### src/rtl/bit_serial_core_pkg.sv
// Shared types and opcode property masks for the bit-serial core.
// Latency: n/a (declarations only).
// Backpressure: n/a.
package bit_serial_pkg;

  typedef enum logic [2:0] {
    OP_NOP  = 3'b000,
    OP_LDSW = 3'b001,
    OP_ADD  = 3'b010,
    OP_SUB  = 3'b011,
    OP_AND  = 3'b100,
    OP_XOR  = 3'b101,
    OP_ST   = 3'b110,
    OP_LDA  = 3'b111
  } opcode_e;

  typedef enum logic {
    IDLE = 1'b0,
    EXEC = 1'b1
  } state_e;

  // Opcode-indexed masks: bit n describes opcode n.
  // Ops that write the accumulator are exactly the ops that update the zero flag.
  localparam logic [7:0] OP_WRITES_ACC    = 8'b1011_1100;  // ADD SUB AND XOR LDA
  localparam logic [7:0] OP_UPDATES_CARRY = 8'b0000_1100;  // ADD SUB
  localparam logic [7:0] OP_WRITES_REG    = 8'b0100_0010;  // LDSW ST

endpackage

### src/rtl/bit_serial_core_if.sv
// Instruction/handshake bundle between fetch logic, switch/display I/O and the core.
// Latency: n/a (wiring only); master drives i_* signals, slave drives o_* signals.
// Backpressure: i_start is only honoured while o_busy is low; there is no queueing.
interface bit_serial_core_if #(
  parameter int WIDTH = 8,
  parameter int NREGS = 4
);
  localparam int RA_W = $clog2(NREGS);

  logic                   i_start;
  logic [2:0]             i_opcode;
  logic [RA_W-1:0]        i_rd;
  logic [WIDTH-1:0]       i_data_switch;
  logic                   o_busy;
  logic                   o_done;
  logic                   o_con_pcincr;
  logic                   o_carry;
  logic                   o_zero;
  logic [WIDTH-1:0]       o_acc;
  logic [NREGS*WIDTH-1:0] o_regs;

  modport master (
    output i_start, i_opcode, i_rd, i_data_switch,
    input  o_busy, o_done, o_con_pcincr, o_carry, o_zero, o_acc, o_regs
  );

  modport slave (
    input  i_start, i_opcode, i_rd, i_data_switch,
    output o_busy, o_done, o_con_pcincr, o_carry, o_zero, o_acc, o_regs
  );
endinterface

### src/rtl/bit_serial_core_alu.sv
// One-bit ALU slice: add/sub full adder, and, xor and operand pass-through.
// Latency: combinational.
// Backpressure: none.
// Ports: a (acc bit, or switch bit for LDSW), r (register bit), cin, opcode -> res, cout.
module bs_serial_alu
  import bit_serial_pkg::*;
(
  input  logic    a,
  input  logic    r,
  input  logic    cin,
  input  opcode_e opcode,
  output logic    res,
  output logic    cout
);

  logic rb;

  always_comb begin
    rb   = (opcode == OP_SUB) ? ~r : r;
    res  = a;
    cout = cin;
    unique case (opcode)
      OP_ADD, OP_SUB: begin
        res  = a ^ rb ^ cin;
        cout = (a & rb) | (a & cin) | (rb & cin);
      end
      OP_AND: res = a & r;
      OP_XOR: res = a ^ r;
      OP_LDA: res = r;
      // NOP, LDSW and ST pass 'a' straight through.
      default: res = a;
    endcase
  end

endmodule

### src/rtl/bit_serial_core.sv
// Bit-serial datapath: accumulator + NREGS GPRs, one result bit per clock, LSB first.
// Latency: start sampled at edge E, o_done/o_con_pcincr high for the cycle after edge E+WIDTH.
// Backpressure: i_start ignored while o_busy; accepted in the o_done cycle (back-to-back).
// Ports: i_clk, i_rst (sync, active-high), bus (slave side of bit_serial_core_if).
module bit_serial_core
  import bit_serial_pkg::*;
#(
  parameter int WIDTH = 8,
  parameter int NREGS = 4
) (
  input logic                i_clk,
  input logic                i_rst,
  bit_serial_core_if.slave   bus
);

  localparam int RA_W  = $clog2(NREGS);
  localparam int CNT_W = $clog2(WIDTH);

  state_e             state_q, state_d;
  opcode_e            op_q, op_d;
  logic [RA_W-1:0]    rd_q, rd_d;
  logic [WIDTH-1:0]   sw_q, sw_d;
  logic [WIDTH-1:0]   acc_q, acc_d;
  logic [WIDTH-1:0]   regs_q [NREGS];
  logic [WIDTH-1:0]   regs_d [NREGS];
  logic [CNT_W-1:0]   cnt_q, cnt_d;
  logic               cy_q, cy_d;      // serial carry between bit slices
  logic               zacc_q, zacc_d;  // OR of result bits produced so far
  logic               carry_q, carry_d;
  logic               zero_q, zero_d;
  logic               done_q, done_d;

  logic               last;
  logic               alu_a, alu_res, alu_cout;
  logic [WIDTH-1:0]   reg_sel;

  assign last    = (cnt_q == CNT_W'(WIDTH - 1));
  assign reg_sel = regs_q[rd_q];
  // LDSW routes the switch bit through the pass-through path of the slice.
  assign alu_a   = (op_q == OP_LDSW) ? sw_q[0] : acc_q[0];

  bs_serial_alu u_alu (
    .a      (alu_a),
    .r      (reg_sel[0]),
    .cin    (cy_q),
    .opcode (op_q),
    .res    (alu_res),
    .cout   (alu_cout)
  );

  // FSM state register
  always_ff @(posedge i_clk) begin
    if (i_rst) state_q <= IDLE;
    else       state_q <= state_d;
  end

  // FSM next state
  always_comb begin
    state_d = state_q;
    unique case (state_q)
      IDLE: if (bus.i_start) state_d = EXEC;
      EXEC: if (last)        state_d = IDLE;
      default:               state_d = IDLE;
    endcase
  end

  // FSM outputs
  always_comb begin
    bus.o_busy       = (state_q == EXEC);
    bus.o_done       = done_q;
    bus.o_con_pcincr = done_q;
    bus.o_carry      = carry_q;
    bus.o_zero       = zero_q;
    bus.o_acc        = acc_q;
    bus.o_regs       = '0;
    for (int k = 0; k < NREGS; k++) bus.o_regs[k*WIDTH +: WIDTH] = regs_q[k];
  end

  // Datapath next state
  always_comb begin
    op_d    = op_q;
    rd_d    = rd_q;
    sw_d    = sw_q;
    acc_d   = acc_q;
    regs_d  = regs_q;
    cnt_d   = cnt_q;
    cy_d    = cy_q;
    zacc_d  = zacc_q;
    carry_d = carry_q;
    zero_d  = zero_q;
    done_d  = 1'b0;

    if (state_q == IDLE) begin
      if (bus.i_start) begin
        op_d   = opcode_e'(bus.i_opcode);
        rd_d   = bus.i_rd;
        sw_d   = bus.i_data_switch;
        cnt_d  = '0;
        // SUB is a + ~r + 1: the +1 enters as the initial carry.
        cy_d   = (opcode_e'(bus.i_opcode) == OP_SUB);
        zacc_d = 1'b0;
      end
    end else begin
      // Destinations take the result bit at the MSB; the other operand rotates
      // its LSB back in, so it is restored after exactly WIDTH shifts.
      acc_d = {OP_WRITES_ACC[op_q] ? alu_res : acc_q[0], acc_q[WIDTH-1:1]};
      regs_d[rd_q] = {OP_WRITES_REG[op_q] ? alu_res : reg_sel[0], reg_sel[WIDTH-1:1]};
      sw_d   = {sw_q[0], sw_q[WIDTH-1:1]};
      cy_d   = alu_cout;
      zacc_d = zacc_q | alu_res;
      cnt_d  = cnt_q + CNT_W'(1);
      if (last) begin
        done_d = 1'b1;
        if (OP_UPDATES_CARRY[op_q]) carry_d = alu_cout;
        // Fold in the final bit here so no extra pass is needed.
        if (OP_WRITES_ACC[op_q])    zero_d  = ~(zacc_q | alu_res);
      end
    end
  end

  always_ff @(posedge i_clk) begin
    if (i_rst) begin
      op_q    <= OP_NOP;
      rd_q    <= '0;
      sw_q    <= '0;
      acc_q   <= '0;
      for (int k = 0; k < NREGS; k++) regs_q[k] <= '0;
      cnt_q   <= '0;
      cy_q    <= 1'b0;
      zacc_q  <= 1'b0;
      carry_q <= 1'b0;
      zero_q  <= 1'b0;
      done_q  <= 1'b0;
    end else begin
      op_q    <= op_d;
      rd_q    <= rd_d;
      sw_q    <= sw_d;
      acc_q   <= acc_d;
      regs_q  <= regs_d;
      cnt_q   <= cnt_d;
      cy_q    <= cy_d;
      zacc_q  <= zacc_d;
      carry_q <= carry_d;
      zero_q  <= zero_d;
      done_q  <= done_d;
    end
  end

endmodule

### src/flat_wrapper.sv
// flat-port wrapper written by rule: the top's interface ports become plain ports
module bit_serial_core_flat import bit_serial_pkg::*;
#(
  parameter int WIDTH = 8,
  parameter int NREGS = 4
)
  (i_clk, i_rst, bus_i_start, bus_i_opcode, bus_i_rd, bus_i_data_switch, bus_o_busy, bus_o_done, bus_o_con_pcincr, bus_o_carry, bus_o_zero, bus_o_acc, bus_o_regs);
  bit_serial_core_if #(.WIDTH(WIDTH), .NREGS(NREGS)) bus_i ();
  input logic i_clk;
  input logic i_rst;
  input wire logic [$bits(bus_i.i_start)-1:0] bus_i_start;
  input wire logic [$bits(bus_i.i_opcode)-1:0] bus_i_opcode;
  input wire logic [$bits(bus_i.i_rd)-1:0] bus_i_rd;
  input wire logic [$bits(bus_i.i_data_switch)-1:0] bus_i_data_switch;
  output wire logic [$bits(bus_i.o_busy)-1:0] bus_o_busy;
  output wire logic [$bits(bus_i.o_done)-1:0] bus_o_done;
  output wire logic [$bits(bus_i.o_con_pcincr)-1:0] bus_o_con_pcincr;
  output wire logic [$bits(bus_i.o_carry)-1:0] bus_o_carry;
  output wire logic [$bits(bus_i.o_zero)-1:0] bus_o_zero;
  output wire logic [$bits(bus_i.o_acc)-1:0] bus_o_acc;
  output wire logic [$bits(bus_i.o_regs)-1:0] bus_o_regs;
  assign bus_i.i_start = bus_i_start;
  assign bus_i.i_opcode = bus_i_opcode;
  assign bus_i.i_rd = bus_i_rd;
  assign bus_i.i_data_switch = bus_i_data_switch;
  assign bus_o_busy = bus_i.o_busy;
  assign bus_o_done = bus_i.o_done;
  assign bus_o_con_pcincr = bus_i.o_con_pcincr;
  assign bus_o_carry = bus_i.o_carry;
  assign bus_o_zero = bus_i.o_zero;
  assign bus_o_acc = bus_i.o_acc;
  assign bus_o_regs = bus_i.o_regs;
  bit_serial_core #(.WIDTH(WIDTH), .NREGS(NREGS)) u_core (.i_clk(i_clk), .i_rst(i_rst), .bus(bus_i));
endmodule
### config.mk
export PLATFORM = sky130hd
export DESIGN_NAME = bit_serial_core_flat
export DESIGN_NICKNAME = d
export VERILOG_FILES = /design/src/rtl/bit_serial_core_pkg.sv /design/src/rtl/bit_serial_core_if.sv /design/src/rtl/bit_serial_core_alu.sv /design/src/rtl/bit_serial_core.sv /design/src/flat_wrapper.sv
export SDC_FILE = /design/constraint.sdc
export NUM_CORES = 1
export LEC_CHECK = 0
export BUFFER_PORTS_ARGS = -buffer_cell sky130_fd_sc_hd__buf_2
export CAP_MARGIN = 20
export CORE_MARGIN = 1
export CORE_UTILIZATION = 53
export CTS_CLUSTER_DIAMETER = 40
export CTS_CLUSTER_SIZE = 25
export DETAILED_ROUTE_END_ITERATION = 7
export GPL_TIMING_DRIVEN = 1
export HOLD_SLACK_MARGIN = 0.02
export PLACE_DENSITY = 0.8
export SKIP_LAST_GASP = 1
export SYNTH_ARGS = -nofsm -noshare
export SYNTH_HDL_FRONTEND = slang
export SYNTH_SLANG_ARGS = --single-unit
### constraint.sdc
create_clock -name i_clk -period 3.2 [get_ports i_clk]
set_input_delay 0.64 -clock i_clk [delete_from_list [all_inputs] [get_ports i_clk]]
set_output_delay 0.64 -clock i_clk [all_outputs]
set_load 0.005 [all_outputs]
==> After elaboration in Yosys (flattened, before gate mapping) <==
Memory sizes are Yosys's and may differ from the RTL's. A register that Yosys moved wholly into a read port is not among the register bits.
Cells that the tools add are included.
{ "word_totals": {"elab_cells": 84, "out_inout_bits": 45, "mem_count": 3, "ff_bits": 62, "mem_bits_ro": 24} }
{ "classes": {"n_bitwise": 14, "magnitude_cmp": 3, "mux": 33, "addsub": 1, "n_eq_ne": 8, "n_reduce_logical": 7} }
{ "memory_table": {"columns": ["name", "depth", "word_bits", "rd", "rd_clocked_by_memory_dff", "wr", "line_no", "text"], "rows": [
  ["(name not given)", 8, 1, 1, 1, 0, "bit_serial_core.sv:106", "acc_d = {OP_WRITES_ACC[op_q] ? alu_res : acc_q[0], acc_q[WIDTH-1:1]};"],
  ["(name not given)", 8, 1, 1, 1, 0, "bit_serial_core.sv:107", "regs_d[rd_q] = {OP_WRITES_REG[op_q] ? alu_res : reg_sel[0], reg_sel[WIDTH-1:1]};"],
  ["(name not given)", 8, 1, 1, 1, 0, "bit_serial_core.sv:114", "if (OP_UPDATES_CARRY[op_q]) carry_d = alu_cout;"]
]} }
{ "op_table": {"columns": ["op", "count"], "rows": [
  ["$mux 8", 5],
  ["$bwmux 32", 1],
  ["$mux 3", 8],
  ["$bmux 8 s2", 1],
  ["$demux 8 s2", 1],
  ["$mux 1", 15],
  ["$eq 3x3->1 const B", 4],
  ["$eq 3x2->1 const B", 3],
  ["$reduce_and 3->1", 2],
  ["$and 1x1->1", 4],
  ["$lt 3x4->1 const B", 1],
  ["$pmux 1 s4", 1],
  ["$reduce_or 2->1", 2],
  ["$add 3x1->3 const B", 1],
  ["$eq 3x1->1 const B", 1],
  ["$ge 3x3->1 const B", 1],
  ["$lt 3x1->1 const B", 1],
  ["$not 1->1", 3],
  ["$not 2->3", 1],
  ["$or 1x1->1", 3],
  ["$xor 1x1->1", 3],
  ["$pmux 1 s2", 1],
  ["$reduce_and 2->1", 1],
  ["$reduce_bool 2->1", 1],
  ["$logic_and 1x1->1", 1]
]} }

==> Logic depth before layout (Yosys ltp) <==
Gate-level depths: netlist of run 1.
{ "logic_depth": {"word_depth": 11, "ltp_mapped": 9, "mapped_depth_nobuf": 9} }

==> By module <==
Synthesis of run 1 repeated with hierarchy kept, for this count alone.
{ "hier_totals": {"hier_cells": 298, "hier_area_um2": 2721.4} }
{ "by_module_without_submodules": {"columns": ["module", "instances", "area_each_um2", "cells_each"], "rows": [
  ["bit_serial_core", 1, 2606.2, 289],
  ["bs_serial_alu", 1, 115.1, 9]
]} }

==> Least setup slack after synthesis of run 1 <==
Ideal clock, no wire load.
{ "synth_path": {"kind": "register to register", "start": "register u_core.rd_q[0]", "end": "register u_core.regs_q (netlist bit u_core.bus.o_regs[23])", "t_arrival_ns": 2.221, "setup_time_ns": 0.140, "synth_period_minus_slack_ns": 2.362, "required_time_ns": 3.060, "path_stages_with_launch": 9, "setup_slack_ns": 0.838, "path_buffers": 0, "cell_sequence": "dfxtp_1 > mux4_2 > xnor2_1 > ha_1 > xor2_1 > o221ai_1 > a211oi_2 > a21oi_2 > a21oi_1"} }
{ "synth_via": {"elab_chain_cells": 11} }
{ "synth_rtl": {"columns": ["item", "line_no", "text"], "rows": [
  ["start: declaration", "bit_serial_core.sv:21", "logic [RA_W-1:0] rd_q, rd_d;"],
  ["start signal: assignment", "bit_serial_core.sv:136", "rd_q <= rd_d;"],
  ["$not 2->3 *", "bit_serial_core.sv:38, bit_serial_core.sv:107", null],
  ["$bmux 8 s2", "bit_serial_core.sv:38", "assign reg_sel = regs_q[rd_q];"],
  ["$mux 8 (implied by the code) (2 in a row)", "bit_serial_core.sv:38", null],
  ["$not 1->1", "bit_serial_core_alu.sv:19", "rb = (opcode == OP_SUB) ? ~r : r;"],
  ["$mux 1", "bit_serial_core_alu.sv:19", null],
  ["$xor 1x1->1 (2 in a row)", "bit_serial_core_alu.sv:24", "res = a ^ rb ^ cin;"],
  ["$pmux 1 s4", "bit_serial_core_alu.sv:22", "unique case (opcode)"],
  ["$mux 1", "bit_serial_core.sv:107", null],
  ["$bwmux 32 *", "bit_serial_core.sv:107", null],
  ["end signal: assignment", "bit_serial_core.sv:139", "regs_q <= regs_d;"],
  ["end: declaration", "bit_serial_core.sv:24", "logic [WIDTH-1:0] regs_q [NREGS];"]
]} }
Every way passes the cells marked *; elsewhere a longest branch is shown, timed or not. The select of a mux whose other input is x is not followed.
A chain may end at the register's enable or synchronous reset.

==> Worst setup path in the final report of run 1 <==
{ "layout_path": {"start": "register u_core.rd_q[0]", "end": "register u_core.acc_q[7] (netlist: u_core.bus.o_acc[7])"} }
{ "layout_via": {"elab_chain_cells": 10} }
{ "layout_rtl": {"columns": ["item", "line_no", "text"], "rows": [
  ["$not 2->3 (implied by the code) *", "bit_serial_core.sv:38", null],
  ["$bmux 8 s2 *", "bit_serial_core.sv:38", null],
  ["$mux 8 (implied by the code) * (2 in a row)", "bit_serial_core.sv:38", null],
  ["$not 1->1", "bit_serial_core_alu.sv:19", null],
  ["$mux 1", "bit_serial_core_alu.sv:19", null],
  ["$xor 1x1->1 (2 in a row)", "bit_serial_core_alu.sv:24", null],
  ["$pmux 1 s4 *", "bit_serial_core_alu.sv:22", null],
  ["$mux 1 *", "bit_serial_core.sv:106", null],
  ["end signal: assignment", "bit_serial_core.sv:126", "acc_q <= '0;"],
  ["end signal: assignment", "bit_serial_core.sv:138", "acc_q <= acc_d;"],
  ["end: declaration", "bit_serial_core.sv:23", "logic [WIDTH-1:0] acc_q, acc_d;"]
]} }
Marks and branches as above.

==> results of run 1 <==
-- power by group --
part | switching (W) | internal, W | total, W
combinational | 0.0000673 | 0.0000529 | 0.000120
clock | 0.000307 | 0.000538 | 0.000845
sequential | 0.0000228 | 0.000830 | 0.000853
total | 0.000397 | 0.00142 | 0.00182
-- sequential cells by signal (all words and copies together), names as in the netlist, named ones only --
| name | count |
|---|---|
| u_core.op_q | 3 |
| u_core.bus.o_acc | 8 |
| u_core.rd_q | 2 |
| u_core.bus.o_carry | 1 |
| u_core.bus.o_zero | 1 |
| u_core.bus.o_con_pcincr | 1 |
| u_core.cy_q | 1 |
| u_core.zacc_q | 1 |
| u_core.bus.o_regs | 32 |
| u_core.bus.o_busy | 1 |
| u_core.cnt_q | 3 |
| u_core.sw_q | 8 |
-- cells by family (layout without fill, tap and decap cells) --
family / Yosys count / count (layout) / synth area share, %
AOI/OAI and AO/OA: 51 / 51 / 11.7
xor gates and xnor gates: 3 / 3 / 0.997
and+or+nand+nor: 108 / 108 / 18.0
DFF: 65 / 65 / 49.4
adders and majority gates: 3 / 3 / 1.42
buffers and inverters: 25 / 84 / 3.75
muxes: 37 / 37 / 14.8
-- per-layer routing --
metal | GRT usage (%) | vias to the layer above | wire (um)
li1 | - | 1106 | -
met1 | 28.2 | 1006 | 2600
met2 | 33.7 | 47 | 2410
met3 | 4.17 | 7 | 228
met4 | 12.4 | 0 | 91
met5 | 0 | - | 0
-- layout make-up --
class,count,area [sq um]
multi-input combinational,202,1230
tap,67,83.8
inverter,4,15.0
clock buffer,11,141
fill,385,1550
timing repair buffer,64,330
sequential,65,1300
clock inverter,5,103
-- synthesized netlist by cell type, drive strengths merged, types with 2 or more instances --
cell type,number
dfxtp,65
nor2,53
a21oi,35
mux2i,34
nand2,32
clkbuf,16
a211oi,5
buf,5
inv,4
nor3b,4
and3,3
ha,3
nand2b,3
nor2b,3
o21ai,3
mux2,2
nand3,2
nor3,2
o221ai,2
or2,2
xor2,2
-- how the worst min path moves through the flow --
stage | start | endpoint
finish | u_core.bus.o_regs[25] | u_core.bus.o_regs[24]
global route | u_core.bus.o_regs[14] | u_core.bus.o_regs[13]
CTS | u_core.bus.o_regs[25] | u_core.bus.o_regs[24]
detailed placement | u_core.bus.o_regs[25] | u_core.bus.o_regs[24]
global placement | u_core.bus.o_regs[13] | u_core.bus.o_regs[12]
floorplan | u_core.zacc_q | u_core.zacc_q
-- worst max-delay path, cell delays in order (launching register included) --
cell and delay (ps):
dfxtp_1 450, mux4_2 620, xnor2_1 160, ha_1 280, xor2_1 140, o221ai_1 360
a21oi_1 80, a21oi_1 270, a31oi_1 120
-- stage by stage --
| stage | total power [W] | utilization, % |
|---|---|---|
| finish | 0.00182 | 67.5 |
| global route | 0.00188 | 67.5 |
| CTS | 0.00183 | 67.5 |
| detailed placement | 0.000990 | 62.4 |
| global placement | 0.000987 | 62.4 |
| floorplan | 0.000956 | - |
==> flow_summary.yaml, run 1 <==
layout:
  layout_common_cells: "65 x dfxtp_1, 60 x buf_2, 53 x nor2_1, 34 x mux2i_1, 34 x a21oi_1"
  nets: 365
  fin_cells: 418
  diodes: 0
  mostFrequentLayoutCell: "dfxtp_1"
  design_area_sq_mm: 0.00321
  area_growth_pct: 21.8
  drive_above_1_share_pct: 25.6
logic_synthesis:
  syn_inst: 292
  yosys_warnings: 0
  syn-num-nets: 311
  ys_top_cells_by_area: "dfxtp_1 49%, mux2i_1 13%, nor2_1 7.5%"
  syn-cell-area_sq_mm: 0.00264
  ys_async_sr_fraction_pct: 0
  ys_types: 39
  ys_dominant_reg_cell: "dfxtp_1"
  synth_top_area_cell: "dfxtp_1"
  synth_edf_count: 0
  synth.avg_cell_area_sq_um: 9.02
  ys_ff_latch: 65
  netlist.area_leader.share_pct: 49.4
  yosysSeqAreaShare_pct: 49.4
sta:
  skew_ps: 7.36
  timing.hold.ws_ps: 466
  setup_violations: 0
  fmax_mhz: 380
  final_max_slew_viol_count: 0
  fin_ws_ps: 569
  rsz0062_at_grt: "false"
  setup_tns_ps: 0
  relSlewSlack_pct: 62.5
  hold_viol: 0
  worst_pin_slew_ps: 561
  finalCritPeriodShare_pct: 82.2
  period_minus_slack_ps: 2630
detailed_routing:
  drt-total-wl_um: 5330
  drc: 0
  ant_nets: 0
  viasPerCell: 5.18
  via_count: 2166
  drtIter0Drc: 83
  wl_per_cell_um: 12.7
  drtPass1Iterations: 4
setup_path:
  worstPathMaxFanout: 7
  critical_path.startpoint: "u_core.rd_q[0]"
  worstSetupPathType: "flop to flop"
  crit_end: "u_core.bus.o_acc[7]"
  r2r_start: "u_core.rd_q[0]"
  required_ps: 3390
  arrival_ps: 2820
  start_kind: "flop"
  ff2ff_path_depth: 8
  r2r-end: "u_core.bus.o_acc[7]"
  cp-end-kind: "flop"
  ff2ff_setup_slack_ps: 570
die:
  initial_core_util_pct: 55.4
  die_area_sq_mm: 0.00526
  core_region_area_sq_mm: 0.00475
  fp-row-count: 25
  die_w_um: 72.5
  die_y_um: 72.5
  ios: 61
grt:
  grt_pass1_wl_um: 8770
  grt_pass1_vias: 1930
  overflow: 0
  grt_usage_pct: 21.7
  antenna_found_initial: 0
  grt_max_degree: 32
place:
  dp_hpwl_um: 3650
  place_ws_ps: 602
  io_buffer_count: 60
  place_congestion: 0.790
  place_inst: 402
  dpl_cell_area_sq_mm: 0.00297
clocking:
  clk_pin_slew_ps: 70
  cts_tree: "done"
  ctsResizeCount: 0
  clock-sinks: 65
  cts_root_buffer: "clkbuf_8"
  hold_buffers: 0
  cts_buffers: 9
  postCtsSetupRepairBufs: 0
  h-tree-depth: 3
  insertion_delay_ps: 340
  clock_tree.buffer_depth: 2
power:
  ir_drop_mv: 0.356
  power_density_mw_per_mm2: 566
  total_leakage_power_nw: 1.43
outcome:
  status: "completed"
run:
  drv_cap: 0
hold_path:
  hp-class: "flop to flop"
  whs_path_depth: 2
Power figures use the tool's default switching activity.
==> run 2, diff against run 1 <==
==> constraint.sdc (replaced) <==
create_clock -name i_clk -period 2.7 [get_ports i_clk]
set_input_delay 0.54 -clock i_clk [delete_from_list [all_inputs] [get_ports i_clk]]
set_output_delay 0.54 -clock i_clk [all_outputs]
set_load 0.005 [all_outputs]
==> flow_summary.yaml, run 2 (synthesized netlist as in run 1, its figures left out) <==
place:
  dp_hpwl_um: 3730
  place_congestion: 0.769
  io_buffer_count: 60
grt:
  grt_pass1_vias: 1955
  antenna_found_initial: 0
  overflow: 0
  grt_usage_pct: 22.1
  grt_pass1_wl_um: 8860
  grt_max_degree: 36
clocking:
  clock_tree.buffer_depth: 2
  cts_root_buffer: "clkbuf_8"
  cts_tree: "done"
  insertion_delay_ps: 330
  ctsResizeCount: 0
  h-tree-depth: 3
  hold_buffers: 0
  cts_buffers: 9
  clk_pin_slew_ps: 60
  postCtsSetupRepairBufs: 0
  clock-sinks: 65
detailed_routing:
  route.met3.wl_um: 191
  routed.top_layer: "met4"
  wl_per_cell_um: 12.8
  drtPass1Iterations: 4
  drt-total-wl_um: 5380
  drtIter0Drc: 72
  via_count: 2163
  routed-wl-met2_um: 2390
  wl_met1_um: 2680
  viasPerCell: 5.14
  drc: 0
  ant_nets: 0
layout:
  mostFrequentLayoutCell: "dfxtp_1"
  drive_above_1_share_pct: 25.7
  utilization_pct: 66.8
  nets: 368
  largest_register_ffs: 32
  area_growth_pct: 20.6
  layout_common_cells: "65 x dfxtp_1, 60 x buf_2, 53 x nor2_1, 34 x mux2i_1, 34 x a21oi_1"
  diodes: 0
setup_path:
  worstPathMaxFanout: 5
  ff2ff_path_depth: 8
  required_ps: 2890
  arrival_ps: 2690
  r2r-end: "u_core.zacc_q"
  crit_top_cell: "a21oi_1"
  critical_path.startpoint: "u_core.rd_q[0]"
  crit_chain: "mux4_2 -> xnor2_1 -> ha_1 -> xor2_1 -> o221ai_1 -> a21oi_1 -> a21oi_1 -> a211oi_1"
  crit_end: "u_core.zacc_q"
  r2r_start: "u_core.rd_q[0]"
  path_buf_inv: 0
  ff2ff_setup_slack_ps: 200
  slowest_delay_ps: 590
  worstSetupPathType: "flop to flop"
  start_kind: "flop"
  cp.depth: 8
  crit_path_top_delay_cell: "mux4_2"
  cp-end-kind: "flop"
  critical-path-top-delay-family: "compound AO/OA/AOI/OAI gates"
power:
  power_density_mw_per_mm2: 613
  ir_drop_mv: 0.411
  finalPower_w: 0.00195
  total_leakage_power_nw: 1.42
sta:
  finalCritPeriodShare_pct: 92.7
  relSlewSlack_pct: 59.6
  worst_pin_slew_ps: 605
  setup_violations: 0
  setup_tns_ps: 0
  final_max_slew_viol_count: 0
  skew_ps: 8.48
  fmax_mhz: 400
  rsz0062_at_grt: "false"
  period_minus_slack_ps: 2500
  timing.hold.ws_ps: 465
  hold_viol: 0
die:
  core_region_area_sq_mm: 0.00475
  die_y_um: 72.5
  ios: 61
  initial_core_util_pct: 55.4
  die_area_sq_mm: 0.00526
  fp-row-count: 25
  die_w_um: 72.5
run:
  drv_cap: 0
outcome:
  status: "completed"
hold_path:
  hp-class: "flop to flop"
[run 2: report_power, final]
group	switching (W)	internal, W	leakage [nW]
Clock	0.000338	0.000450	0.0974
Sequential	0.0000209	0.000984	0.527
Combinational	0.0000870	0.0000660	0.797
Total	0.000446	0.00150	1.42
[run 2: per-layer routing]
metal | vias to the layer above | GRT usage, %
li1 | 1111 | -
met1 | 1001 | 28.8
met2 | 39 | 34.6
met3 | 12 | 4.72
met4 | 0 | 11.1
met5 | - | 0
[run 2: tightest hold or removal path, stage by stage, from the launching register on]
cell and delay, ps:
dfxtp_1 320, nand2_1 50, a21oi_1 50
[run 2: worst min path at each step]
stage                     startpoint               endpoint  slack, ps  cells past startpoint
2_1_floorplan          u_core.zacc_q          u_core.zacc_q        450                      2
3_3_place_gp   u_core.bus.o_regs[13]  u_core.bus.o_regs[12]        450                      2
3_5_place_dp   u_core.bus.o_regs[28]  u_core.bus.o_regs[27]        460                      2
4_1_cts        u_core.bus.o_regs[29]  u_core.bus.o_regs[28]        470                      2
5_1_grt                  bus_i_rd[0]         u_core.rd_q[0]        480                      3
6_report       u_core.bus.o_regs[28]  u_core.bus.o_regs[27]        470                      2
[run 2: cell type report]
type	instances	area (sq um)
clock buffers	13	149
clock inverters	3	40.0
fillers	419	1580
inverters	4	15.0
multi-input cells	202	1230
flip-flops and latches	65	1300
well taps	67	83.8
repair buffers	67	353
[run 2: stage by stage]
| stage | instance area (sq um) | std cells | worst slack [ps] |
|---|---|---|---|
| after floorplan | 2640 | 292 | 338 |
| after global placement | 2990 | 405 | 307 |
| after detailed placement | 2990 | 405 | 242 |
| after CTS | 3180 | 421 | 189 |
| after global routing | 3180 | 421 | 23.2 |
| final | 3180 | 421 | 198 |
==> run 3, diff against run 2 <==
--- a/config.mk
+++ b/config.mk
@@ -14,8 +14,9 @@
 export DETAILED_ROUTE_END_ITERATION = 7
 export GPL_TIMING_DRIVEN = 1
 export HOLD_SLACK_MARGIN = 0.02
-export PLACE_DENSITY = 0.8
+export PLACE_DENSITY = 0.79
 export SKIP_LAST_GASP = 1
 export SYNTH_ARGS = -nofsm -noshare
 export SYNTH_HDL_FRONTEND = slang
+export SYNTH_HIERARCHICAL = 1
 export SYNTH_SLANG_ARGS = --single-unit
==> flow_summary.yaml, run 3 <==
sta:
  timing.hold.ws_ps: 431
  period_minus_slack_ps: 2550
  skew_ps: 3.74
  fin_ws_ps: 151
  setup_violations: 0
  rsz0062_at_grt: "false"
  setup_tns_ps: 0
  fmax_mhz: 392
  worst_pin_slew_ps: 534
  relSlewSlack_pct: 64.3
  finalCritPeriodShare_pct: 94.4
  final_max_slew_viol_count: 0
  hold_viol: 0
setup_path:
  worstPathMaxFanout: 7
  worstSetupPathType: "flop to flop"
  cp-end-kind: "flop"
  arrival_ps: 2760
  required_ps: 2910
  start_kind: "flop"
logic_synthesis:
  ys_ff_latch: 65
  yosysSeqAreaShare_pct: 47.8
  ys_types: 37
  netlist_top_cells_count: "65 x dfxtp_1, 54 x nor2_1, 36 x nand2_1, 33 x mux2i_1, 32 x a21oi_1"
  yosys_warnings: 6
  netlist.area_leader.share_pct: 47.8
  ys_dominant_reg_cell: "dfxtp_1"
  ys_top_cells_by_area: "dfxtp_1 48%, mux2i_1 12%, nor2_1 7.4%"
  synth_edf_count: 0
  yosysMostFrequentCell: "dfxtp_1"
  syn-cell-area_sq_mm: 0.00272
  synth_top_area_cell: "dfxtp_1"
  ys_async_sr_fraction_pct: 0
  syn-num-nets: 318
  syn_inst: 298
  synth.avg_cell_area_sq_um: 9.13
detailed_routing:
  via_count: 2207
  drtPass1Iterations: 4
  viasPerCell: 5.18
  drc: 0
  ant_nets: 0
  drt-total-wl_um: 5470
  wl_per_cell_um: 12.8
  drtIter0Drc: 115
layout:
  drive_above_1_share_pct: 26.7
  diodes: 0
  area_growth_pct: 20.6
  nFillCells: 406
  nets: 375
  design_area_sq_mm: 0.00328
  mostFrequentLayoutCell: "dfxtp_1"
  largest_register_ffs: 32
  layout_common_cells: "63 x dfxtp_1, 60 x buf_2, 54 x nor2_1, 36 x nand2_1, 33 x mux2i_1"
outcome:
  status: "completed"
power:
  ir_drop_mv: 0.563
  finalPower_w: 0.00211
  total_leakage_power_nw: 1.50
  power_density_mw_per_mm2: 643
grt:
  overflow: 0
  grt_pass1_wl_um: 8760
  grt_usage_pct: 21.4
  grt_pass1_vias: 1955
  antenna_found_initial: 0
  grt_max_degree: 31
clocking:
  cts_root_buffer: "clkbuf_8"
  ctsResizeCount: 0
  clock_tree.buffer_depth: 2
  cts_buffers: 9
  h-tree-depth: 3
  postCtsSetupRepairBufs: 0
  clk_pin_slew_ps: 60
  cts_tree: "done"
  clock-sinks: 65
  insertion_delay_ps: 330
  hold_buffers: 0
run:
  drv_cap: 0
place:
  io_buffer_count: 60
  dpl_cell_area_sq_mm: 0.00303
  place_ws_ps: 86.1
  place_congestion: 0.882
  dp_hpwl_um: 3620
die:
  die_area_sq_mm: 0.00543
  ios: 61
  fp-row-count: 25
  core_region_area_sq_mm: 0.00482
  die_y_um: 73.7
  die_w_um: 73.7
  initial_core_util_pct: 56.5
hold_path:
  hp-class: "input pin to flop"
==> run 3: cell count changes in the layout (fill, tap and decap cells not counted), sizes merged, moves of 2 or more <==
cell and delta:
nor3 +5, nand2 +4, a21oi -3, a22oi +3
mux2 +3, nand3b +3, and3 -2, clkinv -2
nor2 +2, o21ai -2, o221ai -2, xor2 -2
==> run 3: through the flow <==
step           utilization, %  std cells
2_1_floorplan               -        298
3_5_place_dp             63.0        411
6_report                 68.1        426
5_1_grt                  68.1        426
4_1_cts                  67.7        426
3_3_place_gp             63.0        411
==> run 3: final timing paths <==
| kind | slack (ps) | end | start | depth (start not counted) |
|---|---|---|---|---|
| setup / recovery | 150 | u_core/bus.o_regs[15] | u_core/op_q[2] | 7 |
| hold / removal | 430 | u_core/rd_q[0] | bus_i_rd[0] | 3 |
| setup reg to reg | 150 | u_core/bus.o_regs[15] | u_core/op_q[2] | 7 |
| hold reg to reg | 470 | u_core/bus.o_regs[25] | u_core/bus.o_regs[26] | 2 |
==> run 3: kinds of logic after synthesis <==
| family | Yosys count | share of synthesized area (%) |
|---|---|---|
| multiplexers | 40 | 15.7 |
| XOR/XNOR | 1 | 0.322 |
| flip-flops | 65 | 47.8 |
| buffers and inverters | 25 | 5.33 |
| AND/OR/NAND/NOR | 118 | 19.3 |
| AO/OA/AOI/OAI | 45 | 9.47 |
| adder cells (fa/ha/maj) | 4 | 2.12 |
==> run 3: power by group <==
part           switching [W]  internal (W)
clock               0.000337      0.000591
combinational      0.0000909     0.0000752
sequential         0.0000294      0.000985
total               0.000457       0.00165
==> run 3: layout make-up <==
cell class | count | area (sq um) | area share [%]
well taps | 67 | 83.8 | 2.56
flip-flops and latches | 65 | 1310 | 39.8
repair buffers | 68 | 360 | 11.0
multi-input cells | 208 | 1290 | 39.3
clock inverters | 2 | 60.1 | 1.83
inverters | 3 | 11.3 | 0.343
clock buffers | 13 | 169 | 5.15
==> run 3: layer usage <==
metal / global-route usage, % / up-vias / share of wire [%] / routed length (um)
met5: 0 / - / 0 / 0
met4: 10.3 / 0 / 0.27 / 15
met3: 5.49 / 2 / 5.9 / 320
met2: 33.6 / 71 / 47 / 2550
met1: 27.3 / 1011 / 47 / 2580
li1: - / 1123 / - / -
==> run 3: worst max-delay path, stage by stage, from the launching register on <==
cell      delay [ps]
dfxtp_1          370
nor3_1           230
mux2_2           410
ha_1             320
mux4_2           450
mux2_4           320
a221oi_2         250
nor3_1            70
